$ cat src/rtl/wishbone_sram_controller.sv
// Wishbone slave fronting one port of a synchronous single-port SRAM macro.
// Handles one transaction at a time. The byte address is decoded to a word
// index and range-checked. Strobes to the SRAM are registered. The transfer
// finishes with either a one-cycle ack (read data valid in that cycle) or a
// one-cycle error.
//
// Ports:
//   wb_clk_i, wb_rst_n_i       clock, async active-low reset
//   wb_cyc_i/stb_i/we_i        bus handshake and direction
//   wb_sel_i, wb_data_i        byte enables, write data
//   wb_adr_i                   24-bit byte address
//   wb_ack_o/error_o/stall_o   completion, failure, back-pressure
//   wb_data_o                  read data (held until the next read completes)
//   sram_*                     SRAM macro port (active-low csb/web)
//   probe_state                current FSM state for debug
module wishbone_sram_controller #(
  parameter int ADDR_WIDTH   = 9,
  parameter int SIZE_WORDS   = 512,
  parameter int READ_LATENCY = 1
) (
  input  logic                  wb_clk_i,
  input  logic                  wb_rst_n_i,
  input  logic                  wb_cyc_i,
  input  logic                  wb_stb_i,
  input  logic                  wb_we_i,
  input  logic [3:0]            wb_sel_i,
  input  logic [31:0]           wb_data_i,
  input  logic [23:0]           wb_adr_i,
  output logic                  wb_ack_o,
  output logic                  wb_stall_o,
  output logic                  wb_error_o,
  output logic [31:0]           wb_data_o,
  output logic                  sram_csb0,
  output logic                  sram_web0,
  output logic [3:0]            sram_wmask0,
  output logic [ADDR_WIDTH-1:0] sram_addr0,
  output logic [31:0]           sram_din0,
  input  logic [31:0]           sram_dout0,
  output logic [2:0]            probe_state
);

  typedef enum logic [2:0] {
    S_IDLE     = 3'd0,
    S_WRITE    = 3'd1,
    S_RD_ISSUE = 3'd2,
    S_RD_WAIT  = 3'd3,
    S_RESPOND  = 3'd4,
    S_ERROR    = 3'd5
  } state_e;

  localparam logic [ADDR_WIDTH:0] SIZE_L   = (ADDR_WIDTH+1)'(SIZE_WORDS);
  localparam logic [2:0]          LAT_LAST = 3'(READ_LATENCY - 1);

  state_e                state_q;
  logic [2:0]            cnt_q;
  logic                  ack_q, err_q, csb_q, web_q;
  logic [31:0]           rdata_q, din_q;
  logic [3:0]            wmask_q;
  logic [ADDR_WIDTH-1:0] addr_q;

  // Address decode. Byte offset bits are don't-care for a word-wide SRAM.
  logic [ADDR_WIDTH-1:0] idx;
  logic                  hi_nz, idx_oor, bad, accept;
  logic                  unused_adr;

  assign idx        = wb_adr_i[ADDR_WIDTH+1:2];
  assign hi_nz      = |wb_adr_i[23:ADDR_WIDTH+2];
  assign idx_oor    = {1'b0, idx} >= SIZE_L;
  // A write with no byte lanes enabled is meaningless and is rejected.
  assign bad        = hi_nz | idx_oor | (wb_we_i & ~|wb_sel_i);
  assign accept     = (state_q == S_IDLE) & wb_cyc_i & wb_stb_i;
  assign unused_adr = ^wb_adr_i[1:0];

  always_ff @(posedge wb_clk_i or negedge wb_rst_n_i) begin
    if (!wb_rst_n_i) begin
      state_q <= S_IDLE;
      cnt_q   <= '0;
      ack_q   <= 1'b0;
      err_q   <= 1'b0;
      rdata_q <= '0;
      csb_q   <= 1'b1;
      web_q   <= 1'b1;
      wmask_q <= '0;
      addr_q  <= '0;
      din_q   <= '0;
    end else begin
      // Pulses and strobes default inactive; only the entry edges raise them.
      ack_q <= 1'b0;
      err_q <= 1'b0;
      csb_q <= 1'b1;
      web_q <= 1'b1;
      case (state_q)
        S_IDLE: if (accept) begin
          if (bad) begin
            state_q <= S_ERROR;
            err_q   <= 1'b1;
          end else begin
            addr_q  <= idx;
            din_q   <= wb_data_i;
            wmask_q <= wb_sel_i;
            csb_q   <= 1'b0;
            web_q   <= ~wb_we_i;
            state_q <= wb_we_i ? S_WRITE : S_RD_ISSUE;
          end
        end
        // A dropped cyc aborts silently; a write already strobed stands.
        S_WRITE: begin
          if (!wb_cyc_i) state_q <= S_IDLE;
          else begin
            state_q <= S_RESPOND;
            ack_q   <= 1'b1;
          end
        end
        S_RD_ISSUE: begin
          if (!wb_cyc_i) state_q <= S_IDLE;
          else begin
            state_q <= S_RD_WAIT;
            cnt_q   <= '0;
          end
        end
        S_RD_WAIT: begin
          if (!wb_cyc_i) state_q <= S_IDLE;
          else if (cnt_q == LAT_LAST) begin
            rdata_q <= sram_dout0;
            ack_q   <= 1'b1;
            state_q <= S_RESPOND;
          end else begin
            cnt_q <= cnt_q + 3'd1;
          end
        end
        default: state_q <= S_IDLE;
      endcase
    end
  end

  assign wb_ack_o    = ack_q;
  assign wb_error_o  = err_q;
  assign wb_data_o   = rdata_q;
  assign wb_stall_o  = (state_q != S_IDLE);
  assign sram_csb0   = csb_q;
  assign sram_web0   = web_q;
  assign sram_wmask0 = wmask_q;
  assign sram_addr0  = addr_q;
  assign sram_din0   = din_q;
  assign probe_state = state_q;

endmodule

$ cat config.mk
export PLATFORM = sky130hd
export DESIGN_NAME = wishbone_sram_controller
export DESIGN_NICKNAME = d
export VERILOG_FILES = /design/src/rtl/wishbone_sram_controller.sv
export SDC_FILE = /design/constraint.sdc
export NUM_CORES = 1
export LEC_CHECK = 0
export BUFFER_PORTS_ARGS = -buffer_cell sky130_fd_sc_hd__buf_2
export CORE_ASPECT_RATIO = 2
export CORE_MARGIN = 2
export CORE_UTILIZATION = 48
export CTS_CLUSTER_DIAMETER = 60
export CTS_CLUSTER_SIZE = 8
export DETAILED_ROUTE_END_ITERATION = 16
export GPL_ROUTABILITY_DRIVEN = 0
export PLACE_DENSITY = 0.83
export SETUP_SLACK_MARGIN = 0.05
export SYNTH_ARGS = -nofsm -noshare
export SYNTH_HDL_FRONTEND = slang
export SYNTH_SLANG_ARGS = --single-unit
$ cat constraint.sdc
create_clock -name wb_clk_i -period 4.8 [get_ports wb_clk_i]
set_input_delay 0 -clock wb_clk_i [delete_from_list [all_inputs] [get_ports wb_clk_i]]
set_output_delay 0 -clock wb_clk_i [all_outputs]
set_load 0.01 [all_outputs]
==> results of run 1 <==
[worst max-delay path by stage]
stage / from / endpoint
2_1_floorplan: probe_state[2] / sram_addr0[8]
3_3_place_gp: probe_state[2] / sram_din0[2]
3_5_place_dp: probe_state[2] / sram_din0[26]
4_1_cts: probe_state[2] / sram_din0[26]
5_1_grt: probe_state[2] / sram_din0[4]
6_report: probe_state[2] / sram_din0[26]
[per-stage QoR]
step | setup slack [ns] | util, %
after CTS | 2.300 | 79.14
after floorplan | 2.896 | -
after global routing | 2.113 | 79.14
after detailed placement | 2.336 | 63.19
after global placement | 2.427 | 63.19
final | 2.291 | 79.14
[repair_timing]
action                                 CTS  global route
setup endpoints to repair                0             0
hold buffers                            79             0
endpoints found under the hold margin  165             0
buffers inserted                         0             0
[per-layer routing]
| metal | up-vias | part of all wire, % |
|---|---|---|
| li1 | 1281 | - |
| met1 | 1332 | 36 |
| met2 | 141 | 54 |
| met3 | 11 | 8.3 |
| met4 | 0 | 1.6 |
| met5 | - | 0 |
[flip-flops by register name (all words and copies together), names as in the netlist]
register     count
cnt_q            3
wb_ack_o         1
sram_din0       32
probe_state      3
wb_error_o       1
sram_addr0       9
wb_data_o       32
sram_web0        1
sram_wmask0      4
sram_csb0        1
[cells by family after synthesis]
family          synth area share, %
flops                         65.07
mux                           26.22
simple gates                  4.297
buf+inv                       2.129
compound gates                1.532
fa+ha+maj                    0.7470
[worst max-delay path, stage by stage (launching register included)]
cell and delay (ns):
dfrtp_1 0.39, nor2b_1 0.25, nand3_1 0.29, nor3_4 0.50
buf_4 0.52, mux2_2 0.42
[where the power goes]
part | internal (mW) | total [mW] | switching (mW)
combinational | 0.0745 | 0.118 | 0.0432
sequential | 0.736 | 0.738 | 0.00184
clock | 0.414 | 0.686 | 0.272
total | 1.22 | 1.54 | 0.317
[cells in the final DEF (no fill, tap or decap), drive strengths merged]
master         n
a21o           1
nand2b         1
a21oi          1
nor4           3
mux2          78
nor3           3
clkinv         3
a22o           1
dfstp          2
o21bai         1
o21ai          3
dlygate4sd3   79
nor2           8
ha             2
o31ai          1
and2           1
nand3          2
buf          181
inv            3
clkbuf        10
bufinv         1
or3            1
clkinvlp       2
nand4          1
dfrtp         85
nand2          4
nor2b          3
[layout make-up]
type	instances	area (µm²)
tap	90	112.6
timing repair buffer	260	1704
sequential	87	2180
fill	376	1425
multi-input combinational	115	1101
inverter	3	11.26
clock inverter	6	60.06
clock buffer	10	239.0
==> impl_metrics.toml, run 1 <==
[outcome]
status = "complete, no violations"

[routing]
via_per_inst = 4.842
vias = 2765
drt_pre_antenna_iters = 4
post_drt_wl_per_cell_um = 16.61
drt-initial-drc-count = 131
wl_um = 9487
drc = 0
drt.antenna.violating_nets = 0

[clocking]
clkTransAtPathRegs_ns = 0.06
ctsResizeCount = 0
numClockSinks = 87
clk-insertion-delay-late_ns = 0.34
numCtsBuffers = 9
cts_buffer_depth = 2
cts_tree = "done"
clock-root-buffer = "clkbuf_16"
h-tree-depth = 3

[timing]
max_freq_mhz = 398.5
hold_violations = 0
finalSetupTns_ns = 0
finalSetupViolCount = 0
fin_crit_sh_pct = 52.28
worst_pin_slew_ns = 1.050
timing.slew.headroom_pct = 29.98
report.final.slew_viol_count = 0
holdWs_ns = 0.09243
final.min_clock_period_ns = 2.509
rsz0062_at_grt = "false"
fin_skew_ns = 0.004221

[logic_synthesis]
synthMostInstantiatedCell = "dfrtp_1"
synth_fp_nets = 311
synth_cells = 212
synth_ff_type = "dfrtp_1"
ys_warn_count = 0
synth_seq_cells = 87
synthArstFlopShare_pct = 100.0
synth_cell_types = 25
synth_area_leader_cell = "dfrtp_1"
syn_area_um2 = 3349
synth_edf_count = 0
avgSynthCellArea_um2 = 15.80
synthTopCellsByArea = "dfrtp_1, mux2_2, dfstp_2"
yosysSeqAreaShare_pct = 65.07
synth_top_area_share_pct = 63.50
synth_common_cells = "dfrtp_1, mux2_2, nor2_1, buf_6, nand2_1"

[grt]
gr-usage-met2_pct = 46.21
grt_pass1_vias = 3051
grt_max_degree = 88
grt_util_met3_pct = 9.234
overflow = 0
gr-usage-all-layers_pct = 26.23
grtUsageMet1_pct = 28.99
grt_pass1_wl_um = 15110
antenna_found_initial = 0
busiest_layer = "met2"

[worst_setup_path]
cp-end-kind = "flip-flop"
cp-start-kind = "flip-flop"
arrival_ns = 2.72
r2r_slack_ns = 2.29
path_class = "flip-flop to flip-flop"
rr_worst_depth = 5
cp_max_fo = 39
cp_data_required_time_ns = 5.01
r2r_start = "probe_state[2]"
r2r_end = "sram_din0[26]"

[pwr]
powerDensity_nw_per_um2 = 285.1
p_total_mw = 1.542
ir_worst_vdd_mv = 0.3091
leakagePower_nw = 3.030

[final_layout]
fin_cells = 571
final_nets = 575
final_area_um2 = 5408
area_delta_synth_final_pct = 61.45
antennaDiodeCount = 0
drive_gt1_share_pct = 57.38

[floorplanning]
die_y_um = 122.1
core_um2 = 6833
io_pins = 182
die_area_um2 = 7702
rows = 43
initial_utilization_pct = 49.02
die_w_um = 63.07

[placed_design]
place_area_um2 = 4318
hpwlAfterDp_um = 5562
dp.cells = 476
portBuffers = 179

[min_path]
min_to = "wb_ack_o"
hold_class = "input pin to flip-flop"
hold_depth = 4
worst_hold_startpoint = "wb_cyc_i"

[job]
drv_cap = 0
Power figures use the tool's default switching activity.
==> run 2: changes to the inputs <==
--- a/config.mk
+++ b/config.mk
@@ -8,12 +8,12 @@
 export BUFFER_PORTS_ARGS = -buffer_cell sky130_fd_sc_hd__buf_2
 export CORE_ASPECT_RATIO = 2
 export CORE_MARGIN = 2
-export CORE_UTILIZATION = 48
+export CORE_UTILIZATION = 44
 export CTS_CLUSTER_DIAMETER = 60
 export CTS_CLUSTER_SIZE = 8
 export DETAILED_ROUTE_END_ITERATION = 16
 export GPL_ROUTABILITY_DRIVEN = 0
-export PLACE_DENSITY = 0.83
+export PLACE_DENSITY = 0.77
 export SETUP_SLACK_MARGIN = 0.05
 export SYNTH_ARGS = -nofsm -noshare
 export SYNTH_HDL_FRONTEND = slang
==> constraint.sdc (replaced) <==
create_clock -name wb_clk_i -period 2.4 [get_ports wb_clk_i]
set_input_delay 0 -clock wb_clk_i [delete_from_list [all_inputs] [get_ports wb_clk_i]]
set_output_delay 0 -clock wb_clk_i [all_outputs]
set_load 0.01 [all_outputs]
==> run 2 against run 1 <==
Effect of this change:
- clock power increased by 130%
- sequential power up 100%
- worst setup slack worse by 1.9 ns
- clock skew increased by 0.0014 ns
- worst hold slack barely moved
- clock-buffer cell count rose by 1
- maximum frequency grew 24%
- critical path type unchanged
==> impl_metrics.toml, run 2 (synthesis gave the netlist of run 1 again) <==
[outcome]
status = "complete, no violations"

[grt]
busiest_layer = "met2"
grt_util_met3_pct = 5.458
gr-usage-all-layers_pct = 21.20
antenna_found_initial = 0
grt_pass1_wl_um = 13480
grt_max_degree = 57
gr-usage-met2_pct = 35.77
grtUsageMet1_pct = 25.21
overflow = 0
grt_pass1_vias = 2877

[timing]
holdWs_ns = 0.09266
hold_violations = 0
fin_skew_ns = 0.005608
timing.slew.headroom_pct = 52.43
worst_pin_slew_ns = 0.7135
max_freq_mhz = 492.9
final.min_clock_period_ns = 2.029
fin_crit_sh_pct = 84.54
report.final.slew_viol_count = 0
fin_ws_ns = 0.3710
finalSetupViolCount = 0
rsz0062_at_grt = "false"
finalSetupTns_ns = 0

[clocking]
numClockSinks = 87
clkTransAtPathRegs_ns = 0.06
ctsResizeCount = 0
clock-root-buffer = "clkbuf_16"
cts_buffer_depth = 2
numCtsBuffers = 9
clk-insertion-delay-late_ns = 0.33
cts_tree = "done"
h-tree-depth = 3

[final_layout]
final_nets = 578
final_cell_mix = "buf_2, dfrtp_1, dlygate4sd3_1, mux2_2, clkbuf_16"
final_util_pct = 73.68
fin_cells = 578
final_area_um2 = 5518
area_delta_synth_final_pct = 64.74
drive_gt1_share_pct = 57.64
antennaDiodeCount = 0
final_common_cell = "buf_2"

[worst_setup_path]
cpMaxStageDelayCell = "nor3_4"
path_class = "flip-flop to flip-flop"
path_cells = "nor2b_1 -> nand3_1 -> nor3_4 -> buf_4 -> mux2_2"
crit_cells = 5
critPathTopFamily = "simple AND/OR/NAND/NOR gates"
slowest_delay_ns = 0.40
cp-start-kind = "flip-flop"
cp.buffers_inverters = 1
r2r_slack_ns = 0.37
cp-end-kind = "flip-flop"
crit_path_end = "sram_addr0[2]"
cp_data_required_time_ns = 2.61
arrival_ns = 2.24
rr_worst_depth = 5
cp_max_fo = 13
r2r_start = "probe_state[2]"
cp-startpoint = "probe_state[2]"
r2r_end = "sram_addr0[2]"

[floorplanning]
core_um2 = 7488
rows = 45
io_pins = 182
die_y_um = 127.4
die_area_um2 = 8369
die_w_um = 65.70
initial_utilization_pct = 44.73

[min_path]
worst_hold_startpoint = "wb_cyc_i"
hold_class = "input pin to flip-flop"

[routing]
wl_um = 8456
drc = 0
post_drt_wl_per_cell_um = 14.63
drt-initial-drc-count = 72
drt_pre_antenna_iters = 4
vias = 2676
drt.antenna.violating_nets = 0
via_per_inst = 4.630

[pwr]
powerDensity_nw_per_um2 = 600.0
p_total_mw = 3.311
ir_worst_vdd_mv = 0.4153
leakagePower_nw = 3.083

[placed_design]
pre_cts_slack_ns = 0.3086
portBuffers = 179
place_area_um2 = 4370
dp.cells = 483
hpwlAfterDp_um = 5146

[job]
drv_cap = 0
## run 2: cell count changes in the layout (fill, tap and decap cells not counted), sizes merged
| cell | change |
|---|---|
| buf | +3 |
| clkinvlp | -2 |
| clkinv | -1 |
| bufinv | +2 |
| clkbuf | +1 |
## run 2: worst min-delay path, delay by kind of cell
kind                   cells  cell delay, ns
and+or+nand+nor            2            0.23
buffers and inverters      1            0.09
AOI/OAI and AO/OA          1            0.05
## run 2: worst min-delay path by stage
stage / to / slack (ns) / cells after the start
3_3_place_gp: sram_addr0[5] / 0.1 / 1
3_5_place_dp: sram_addr0[5] / 0.1 / 1
4_1_cts: wb_ack_o / 0.08 / 4
2_1_floorplan: cnt_q[0] / -0.30 / 0
5_1_grt: wb_ack_o / 0.12 / 4
6_report: wb_ack_o / 0.09 / 4
## run 2: layout make-up
cell class,instances,area (µm²)
clock inverters,5,103.9
clock buffers,11,252.7
flip-flops and latches,87,2180
inverters,3,11.26
multi-input cells,115,1101
well taps,94,117.6
repair buffers,263,1752
fillers,500,1971
## run 2: report_power, final
part	switching, mW	leakage (nW)	internal [mW]	total (mW)
sequential	0.00405	1.20	1.47	1.48
combinational	0.0832	1.71	0.153	0.236
clock	0.525	0.176	1.07	1.60
total	0.613	3.08	2.70	3.31
## run 2: what timing repair did
item / 4_1_cts / 5_1_grt
setup endpoints to repair: 0 / 0
buffers inserted: 0 / 0
hold endpoints to repair: 133 / 0
hold buffers: 79 / 0
## run 2: routing by layer
metal | vias to the layer above | routed length (µm)
met3 | 10 | 755
met5 | - | 0
met1 | 1235 | 3379
met4 | 0 | 117
li1 | 1284 | -
met2 | 147 | 4203
==> run 3: changes to the inputs <==
==> constraint.sdc (replaced) <==
create_clock -name wb_clk_i -period 2 [get_ports wb_clk_i]
set_input_delay 0 -clock wb_clk_i [delete_from_list [all_inputs] [get_ports wb_clk_i]]
set_output_delay 0 -clock wb_clk_i [all_outputs]
set_load 0.01 [all_outputs]
==> run 3 against run 2 <==
Effect of this change:
- worst setup slack got worse by 0.17 ns
- maximum frequency is 13% higher
- critical path depth unchanged
- utilization decreased by 0.38 points
- via count rose by 2.9%
- clock skew hardly changed
- design area fell by 0.52%
==> impl_metrics.toml, run 3 (synthesis gave the netlist of run 1 again) <==
[outcome]
status = "complete, no violations"

[pwr]
powerDensity_nw_per_um2 = 690.1
p_total_mw = 3.788
ir_worst_vdd_mv = 0.4914
leakagePower_nw = 3.070

[placed_design]
hpwlAfterDp_um = 5219
place_area_um2 = 4385
dp.cells = 485
portBuffers = 179
pre_cts_slack_ns = 0.2236

[timing]
fin_ws_ns = 0.1979
timing.slew.headroom_pct = 64.11
final.min_clock_period_ns = 1.802
holdWs_ns = 0.1607
finalSetupViolCount = 0
rsz0062_at_grt = "false"
finalSetupTns_ns = 0
worst_pin_slew_ns = 0.5384
report.final.slew_viol_count = 0
fin_crit_sh_pct = 90.10
max_freq_mhz = 554.9
hold_violations = 0
fin_skew_ns = 0.005543

[floorplanning]
die_y_um = 127.4
die_w_um = 65.70
initial_utilization_pct = 44.73
rows = 45
io_pins = 182
core_um2 = 7488
die_area_um2 = 8369

[worst_setup_path]
crit_path_end = "sram_din0[31]"
cpMaxStageDelayCell = "dfrtp_1"
cp_data_required_time_ns = 2.21
cp-end-kind = "flip-flop"
slowest_delay_ns = 0.38
r2r_end = "sram_din0[31]"
path_cells = "nor2b_1 -> nand3_1 -> nor3_4 -> buf_12 -> mux2_2"
r2r_slack_ns = 0.20
path_class = "flip-flop to flip-flop"
r2r_start = "probe_state[2]"
cp_max_fo = 45
rr_worst_depth = 5
cp-start-kind = "flip-flop"
cp-startpoint = "probe_state[2]"
arrival_ns = 2.01

[final_layout]
area_delta_synth_final_pct = 63.88
final_util_pct = 73.30
final_common_cell = "buf_2"
nFillCells = 485
fin_cells = 579
antennaDiodeCount = 0
final_cell_mix = "buf_2, dfrtp_1, dlygate4sd3_1, mux2_2, clkbuf_16"
drive_gt1_share_pct = 57.53
final_nets = 580
final_area_um2 = 5489

[grt]
grt_pass1_wl_um = 14060
grt_pass1_vias = 3022
gr-usage-all-layers_pct = 22.22
antenna_found_initial = 0
overflow = 0
grt_max_degree = 46

[routing]
drc = 0
wl_um = 8685
vias = 2753
drt-initial-drc-count = 73
via_per_inst = 4.755
drt.antenna.violating_nets = 0
post_drt_wl_per_cell_um = 15.00
drt_pre_antenna_iters = 4

[clocking]
numClockSinks = 87
cts_buffer_depth = 2
cts_tree = "done"
post-cts-setup-buffers = 0
clk-insertion-delay-late_ns = 0.33
numCtsBuffers = 9
h-tree-depth = 3
clock-root-buffer = "clkbuf_16"
clkTransAtPathRegs_ns = 0.06

[job]
drv_cap = 0

[min_path]
hold_class = "input pin to flip-flop"
[run 3: changes by cell type in the layout (fill, tap and decap cells not counted), sizes merged]
| cell | previous run | this run |
|---|---|---|
| buf | 184 | 186 |
| bufinv | 3 | 2 |
[run 3: worst min path at each step]
stage / start / to / slack (ns) / cells past startpoint
finish: wb_stb_i / wb_error_o / 0.16 / 4
detailed placement: wb_rst_n_i / sram_addr0[5] / 0.02 / 1
global route: wb_stb_i / wb_error_o / 0.17 / 4
CTS: wb_stb_i / wb_error_o / 0.14 / 4
global placement: wb_rst_n_i / sram_addr0[5] / 0.02 / 1
floorplan: wb_rst_n_i / cnt_q[0] / -0.30 / 0
[run 3: cell type report]
cell class,instances,area (µm²),area share [%]
Clock inverter,4,70.07,1.276
Multi-Input combinational cell,115,1101,20.06
Inverter,3,11.26,0.2052
Timing Repair Buffer,265,1767,32.19
Clock buffer,11,242.7,4.422
Sequential cell,87,2180,39.71
Tap cell,94,117.6,2.143
[run 3: repair_timing]
| item | 4_1_cts | 5_1_grt |
|---|---|---|
| endpoints found under the setup margin | 0 | 0 |
| hold endpoints to repair | 119 | 0 |
| gates resized for setup | 0 | 0 |
| hold buffers | 79 | 0 |
[run 3: routing by layer]
layer | wire length [µm] | global-route usage, % | vias up
met4 | 153 | 8.333 | 0
met1 | 3294 | 25.12 | 1300
met3 | 777 | 7.130 | 12
li1 | - | - | 1284
met2 | 4461 | 38.27 | 157
met5 | 0 | 0 | -
[run 3: power by group]
group | leakage (nW) | switching [mW] | internal, mW
Clock | 0.155 | 0.614 | 1.12
Combinational | 1.71 | 0.101 | 0.185
Sequential | 1.20 | 0.00474 | 1.77
[run 3: critical path, delay by kind of cell (launching register included)]
family / cells / cell delay (ns)
flops: 1 / 0.38
mux: 1 / 0.38
simple gates: 3 / 0.64
buf+inv: 1 / 0.27
